**config.mk**
```make
export PLATFORM = sky130hd
export DESIGN_NAME = alu_sub_serial
export DESIGN_NICKNAME = d
export VERILOG_FILES = /design/src/rtl/alu_pkg.sv /design/src/rtl/alu_sub_serial_digit_sub.sv /design/src/rtl/alu_sub_serial.sv
export SDC_FILE = /design/constraint.sdc
export NUM_CORES = 1
export LEC_CHECK = 0
export CORE_ASPECT_RATIO = 1.4
export CORE_MARGIN = 5
export CORE_UTILIZATION = 45
export CTS_CLUSTER_DIAMETER = 200
export DETAILED_ROUTE_END_ITERATION = 6
export GPL_TIMING_DRIVEN = 0
export PLACE_DENSITY = 0.72
export SYNTH_ARGS = -nofsm -noshare
export SYNTH_HDL_FRONTEND = slang
export SYNTH_SLANG_ARGS = --single-unit
```
**constraint.sdc**
```tcl
create_clock -name clk -period 1.9 [get_ports clk]
set_input_delay 0.475 -clock clk [delete_from_list [all_inputs] [get_ports clk]]
set_output_delay 0.475 -clock clk [all_outputs]
set_load 0.01 [all_outputs]
```
**src/rtl/alu_pkg.sv**
```systemverilog
// Shared definitions for the digit-serial ALU subtractor: FSM states, default digit width
// and the digit-count helper.
package alu_pkg;

   typedef enum logic [1:0] {
      IDLE,
      RUN,
      DONE
   } state_t;

   localparam int DIGIT_WIDTH_DEFAULT = 4;

   function automatic int num_digits(input int word_w, input int digit_w);
      return word_w / digit_w;
   endfunction

endpackage

```
**src/rtl/alu_sub_serial_digit_sub.sv**
```systemverilog
// Combinational DIGIT_WIDTH-bit subtractor: d = a - b - bin, bout set when the digit borrows.
module digit_sub
   import alu_pkg::*;
#(
   parameter int DIGIT_WIDTH = DIGIT_WIDTH_DEFAULT
) (
   input  logic [DIGIT_WIDTH-1:0] a,
   input  logic [DIGIT_WIDTH-1:0] b,
   input  logic                   bin,
   output logic [DIGIT_WIDTH-1:0] d,
   output logic                   bout
);

   logic [DIGIT_WIDTH:0] full;

   // One extra bit catches the borrow as the sign of the widened difference.
   assign full = {1'b0, a} - {1'b0, b} - {{DIGIT_WIDTH{1'b0}}, bin};
   assign d    = full[DIGIT_WIDTH-1:0];
   assign bout = full[DIGIT_WIDTH];

endmodule

```
**src/rtl/alu_sub_serial.sv**
```systemverilog
// Digit-serial subtractor diff = a - b - bin, LSB digit first, borrow chained through a register.
// Optional macro ALU_SUB_SAT_EN: unsigned saturation to zero when the final borrow is set.
module alu_sub_serial
   import alu_pkg::*;
#(
   parameter int WORD_WIDTH  = 32,
   parameter int DIGIT_WIDTH = DIGIT_WIDTH_DEFAULT
) (
   input  logic                  clk,
   input  logic                  rst,
   input  logic                  start,
   input  logic [WORD_WIDTH-1:0] a,
   input  logic [WORD_WIDTH-1:0] b,
   input  logic                  bin,
   output logic                  ready,
   output logic                  done,
   output logic [WORD_WIDTH-1:0] diff,
   output logic                  bout,
   output logic                  zero
);

   localparam int NUM_DIGITS = num_digits(WORD_WIDTH, DIGIT_WIDTH);
   localparam int CNT_W      = (NUM_DIGITS > 1) ? $clog2(NUM_DIGITS) : 1;
   localparam logic [CNT_W-1:0] LAST_DIGIT = CNT_W'(NUM_DIGITS - 1);

   state_t                  state;
   logic [WORD_WIDTH-1:0]   a_sr;
   logic [WORD_WIDTH-1:0]   b_sr;
   logic [WORD_WIDTH-1:0]   diff_sr;
   logic                    borrow;
   logic [CNT_W-1:0]        count;

   logic [DIGIT_WIDTH-1:0]  digit_d;
   logic                    digit_bout;
   logic [WORD_WIDTH-1:0]   digit_ext;
   logic [WORD_WIDTH-1:0]   diff_next;
   logic [WORD_WIDTH-1:0]   result_next;

   digit_sub #(
      .DIGIT_WIDTH(DIGIT_WIDTH)
   ) u_digit_sub (
      .a   (a_sr[DIGIT_WIDTH-1:0]),
      .b   (b_sr[DIGIT_WIDTH-1:0]),
      .bin (borrow),
      .d   (digit_d),
      .bout(digit_bout)
   );

   // New digit enters at the MS end so the LSB digit ends up at the bottom after the last shift.
   assign digit_ext = WORD_WIDTH'(digit_d);
   assign diff_next = (diff_sr >> DIGIT_WIDTH) | (digit_ext << (WORD_WIDTH - DIGIT_WIDTH));

`ifdef ALU_SUB_SAT_EN
   assign result_next = digit_bout ? '0 : diff_next;
`else
   assign result_next = diff_next;
`endif

   always_ff @(posedge clk) begin
      if (rst) begin
         state   <= IDLE;
         ready   <= 1'b1;
         done    <= 1'b0;
         diff    <= '0;
         bout    <= 1'b0;
         zero    <= 1'b1;
         a_sr    <= '0;
         b_sr    <= '0;
         diff_sr <= '0;
         borrow  <= 1'b0;
         count   <= '0;
      end else begin
         done <= 1'b0;
         case (state)
            IDLE: begin
               if (start) begin
                  a_sr   <= a;
                  b_sr   <= b;
                  borrow <= bin;
                  count  <= '0;
                  ready  <= 1'b0;
                  state  <= RUN;
               end
            end
            RUN: begin
               diff_sr <= diff_next;
               borrow  <= digit_bout;
               a_sr    <= a_sr >> DIGIT_WIDTH;
               b_sr    <= b_sr >> DIGIT_WIDTH;
               count   <= count + 1'b1;
               // Outputs change only here, so partial results never reach diff/bout/zero.
               if (count == LAST_DIGIT) begin
                  diff  <= result_next;
                  bout  <= digit_bout;
                  zero  <= (result_next == '0);
                  done  <= 1'b1;
                  ready <= 1'b1;
                  state <= DONE;
               end
            end
            DONE: begin
               if (start) begin
                  a_sr   <= a;
                  b_sr   <= b;
                  borrow <= bin;
                  count  <= '0;
                  ready  <= 1'b0;
                  state  <= RUN;
               end else begin
                  state <= IDLE;
               end
            end
            default: begin
               ready <= 1'b1;
               state <= IDLE;
            end
         endcase
      end
   end

endmodule

```
==> impl_results.md <==
* Crit Path Category: flop to flop
* Outcome: finished, violations left
* Vias/cell at 5.20
* Setup violation total in the final timing report at 1
* Clock root buffer: clkbuf_16
* Dominant cells by area after synthesis: dfxtp_1, mux2i_1, nand2_1
* CTS clk-pin slew, worst paths at 0.06 ns
* Mapped cell area at 5440 µm²
* Gr usage total at 19.0%
* Failing checks: setup timing
* Die H at 140 µm
* CTS tree: done
* Multiplexer share of the synthesized area at 10.3%
* Main combinational cell family by area after synthesis: compound AO/OA/AOI/OAI gates
* Area Growth Syn to Fin at 34.1%
* Post-synthesis cell type count at 33
* Utilization after layout at 61.7%
* Synth Area in XOR/XNOR at 0.322%
* Leak at 2.71 nW
* VDD IR max at 0.622 mV
* Rows at 47
* Starting Density at 46.0%
* Clock Path Buffers at 2
* Synth Instances at 614
* Adder-Cell Fraction of Synth Area at 2.12%
* Synth top area share at 49.3%
* Final period util at 105%
* Ports at 104
* Dpl hpwl at 10,100 µm
* Core Footprint at 11,800 µm²
* 1st-iter DRT viols at 158
* Global-route wire length before repair at 21,900 µm
* Area leader, netlist: dfxtp_1
* Post-synthesis sequential area ratio at 49.3%
* Mapped Avg Cell Area at 8.86 µm²
* H-tree Lvls at 4
* Crit path DAT at 2.31 ns
* EDFF count, synth at 0
* Area of the die at 14,400 µm²
* CTS Hold Bufs at 0
* Commonest cells in the synthesized netlist: dfxtp_1, nand2_1, nor2_1, a21oi_1, a211oi_1
* DR pass1 iterations at 4
* Simple-gate share of the synthesized area at 16.1%
* Final Hold Vio Count at 0
* Multi-input combinational cell area at 2480 µm²
* CTS sink count at 134
* IO Port Bufs at 102
* Crit path time final at 1.99 ns
* Vias in the first global route at 4,743
* Via count at 4,655
* Top FF cell, synth: dfxtp_1
* Min-Delay Path Class: flop to flop
* Placed instance area at 6650 µm²
* Dominant cell by count in the synthesized netlist: dfxtp_1
* Post-Route WL at 13,500 µm
* Largest net degree at the start of global routing at 17
* WL per Instance at 15.1 µm
* Routability cong. at 0.821
* Critical path peak fanout at 3
* Critical Path End Type: flop
* Yosys reg bits at 134
* # diodes at 0
* Min Hold Slack at 0.452 ns
* Die X at 103 µm
* Post-route ant nets at 0
* Measured slew at the worst slew-check pin at 0.536 ns
* Crit start category: flop
* Share of cells above drive strength 1 at 10.4%
* F_max at 502 MHz
* Worst-case clock skew at 0.00629 ns
* Max-Cap Viols at 0
* PwrDens at 1020 nW/µm²
* Final-report max-slew violation count at 0
* Synth warn at 0
* Post-synth ARST share at 0%
* Finished Cell Area at 7290 µm²
* Nets at 811
* RSZ-0062 raised after global routing: yes
* Sequential cell area at 2690 µm²
* Slew HR at 64.3%
* Required time worst endpoint at 2.22 ns
* Initial antenna violation count at 0
* Final worst setup slack at -0.0919 ns
* Clk_lat worst skew at 0.41 ns
* Total gr overflow at 0
* DRC viols at 0
* Syn nets at 690
* Num CTS Buffers at 17
* Filler Cell Count at 1,002
* Synth Area in Compound Gates at 16.1%
* Post-CTS Setup Inserts at 0
metal layers:
metal	vias to the layer above	part of all wire [%]	track usage, %
li1	2353	-	-
met1	2141	39	21.8
met2	130	53	33.2
met3	31	5.6	5.42
met4	0	2.4	6.75
met5	-	0	0
placed cells by master (no fill, tap or decap), types with 4 or more instances in the layout:
master,count
clkinv_2,4
clkdlybuf4s50_1,102
ha_1,6
clkbuf_1,18
a22oi_1,10
nor4_1,5
buf_2,20
clkbuf_16,17
buf_4,10
inv_1,9
dfxtp_1,132
a21oi_1,61
nand2_1,117
mux2i_1,56
a211oi_1,58
nor2_1,80
flip-flops by register name, indices dropped and copies added, names as in the netlist, 2 cells and up:
name,flops
b_sr,32
state,2
diff_sr,28
count,3
diff,32
a_sr,32
cell type report:
cell class	count	area share [%]
Multi-Input combinational cell	418	34.0
Timing Repair Buffer	102	14.0
Tap cell	147	2.52
Inverter	12	0.617
Clock buffer	20	6.40
Clock inverter	12	2.06
Sequential cell	134	36.8
Buffer	50	3.64
stage by stage:
step | total power, W | cells | setup WS [ns] | setup TNS [ns]
finish | 0.00746 | 895 | -0.0919 | -0.0919
floorplan | 0.00375 | 614 | 0.0761 | 0
global placement | 0.00405 | 863 | -0.186 | -4.93
detailed placement | 0.00408 | 863 | -0.198 | -7.93
CTS | 0.00748 | 895 | -0.0956 | -0.0956
global route | 0.00775 | 895 | -0.196 | -0.275
critical path: stages, from the launching register on:
cell and delay (ns):
dfxtp_2 0.32, inv_2 0.05, fa_2 0.21, inv_2 0.04, fa_1 0.52, nor4b_4 0.20
and4_1 0.22, nand4_1 0.12, o41ai_2 0.22
cells by family (layout without fill, tap and decap cells):
group / count (synthesis) / in the layout
mux: 56 / 56
buf+inv: 62 / 196
simple gates: 217 / 217
fa+ha+maj: 8 / 8
compound gates: 135 / 135
flops: 134 / 134
xor+xnor: 2 / 2
where the power goes:
part / internal [W] / total (W) / switching (W) / leakage (nW)
logic: 0.000470 / 0.000986 / 0.000516 / 1.31
registers: 0.00298 / 0.00309 / 0.000108 / 1.10
clock network: 0.00216 / 0.00338 / 0.00122 / 0.298
total: 0.00561 / 0.00746 / 0.00184 / 2.71
path summary, 6_finish.rpt:
check | startpoint | endpoint | slack (ns) | cells after the start
setup / recovery | b_sr[0] | zero | -0.09 | 8
setup reg to reg | b_sr[0] | zero | -0.09 | 8
hold reg to reg | diff[11] | diff[11] | 0.45 | 2
hold / removal | diff[11] | diff[11] | 0.45 | 2
what timing repair did:
item                                    4_1_cts  5_1_grt
cloned                                        0        0
endpoints found under the setup margin        1        4
resized for setup                             3        7
pin swaps                                     1        0
Note: power is estimated with default switching activity, not from simulation.
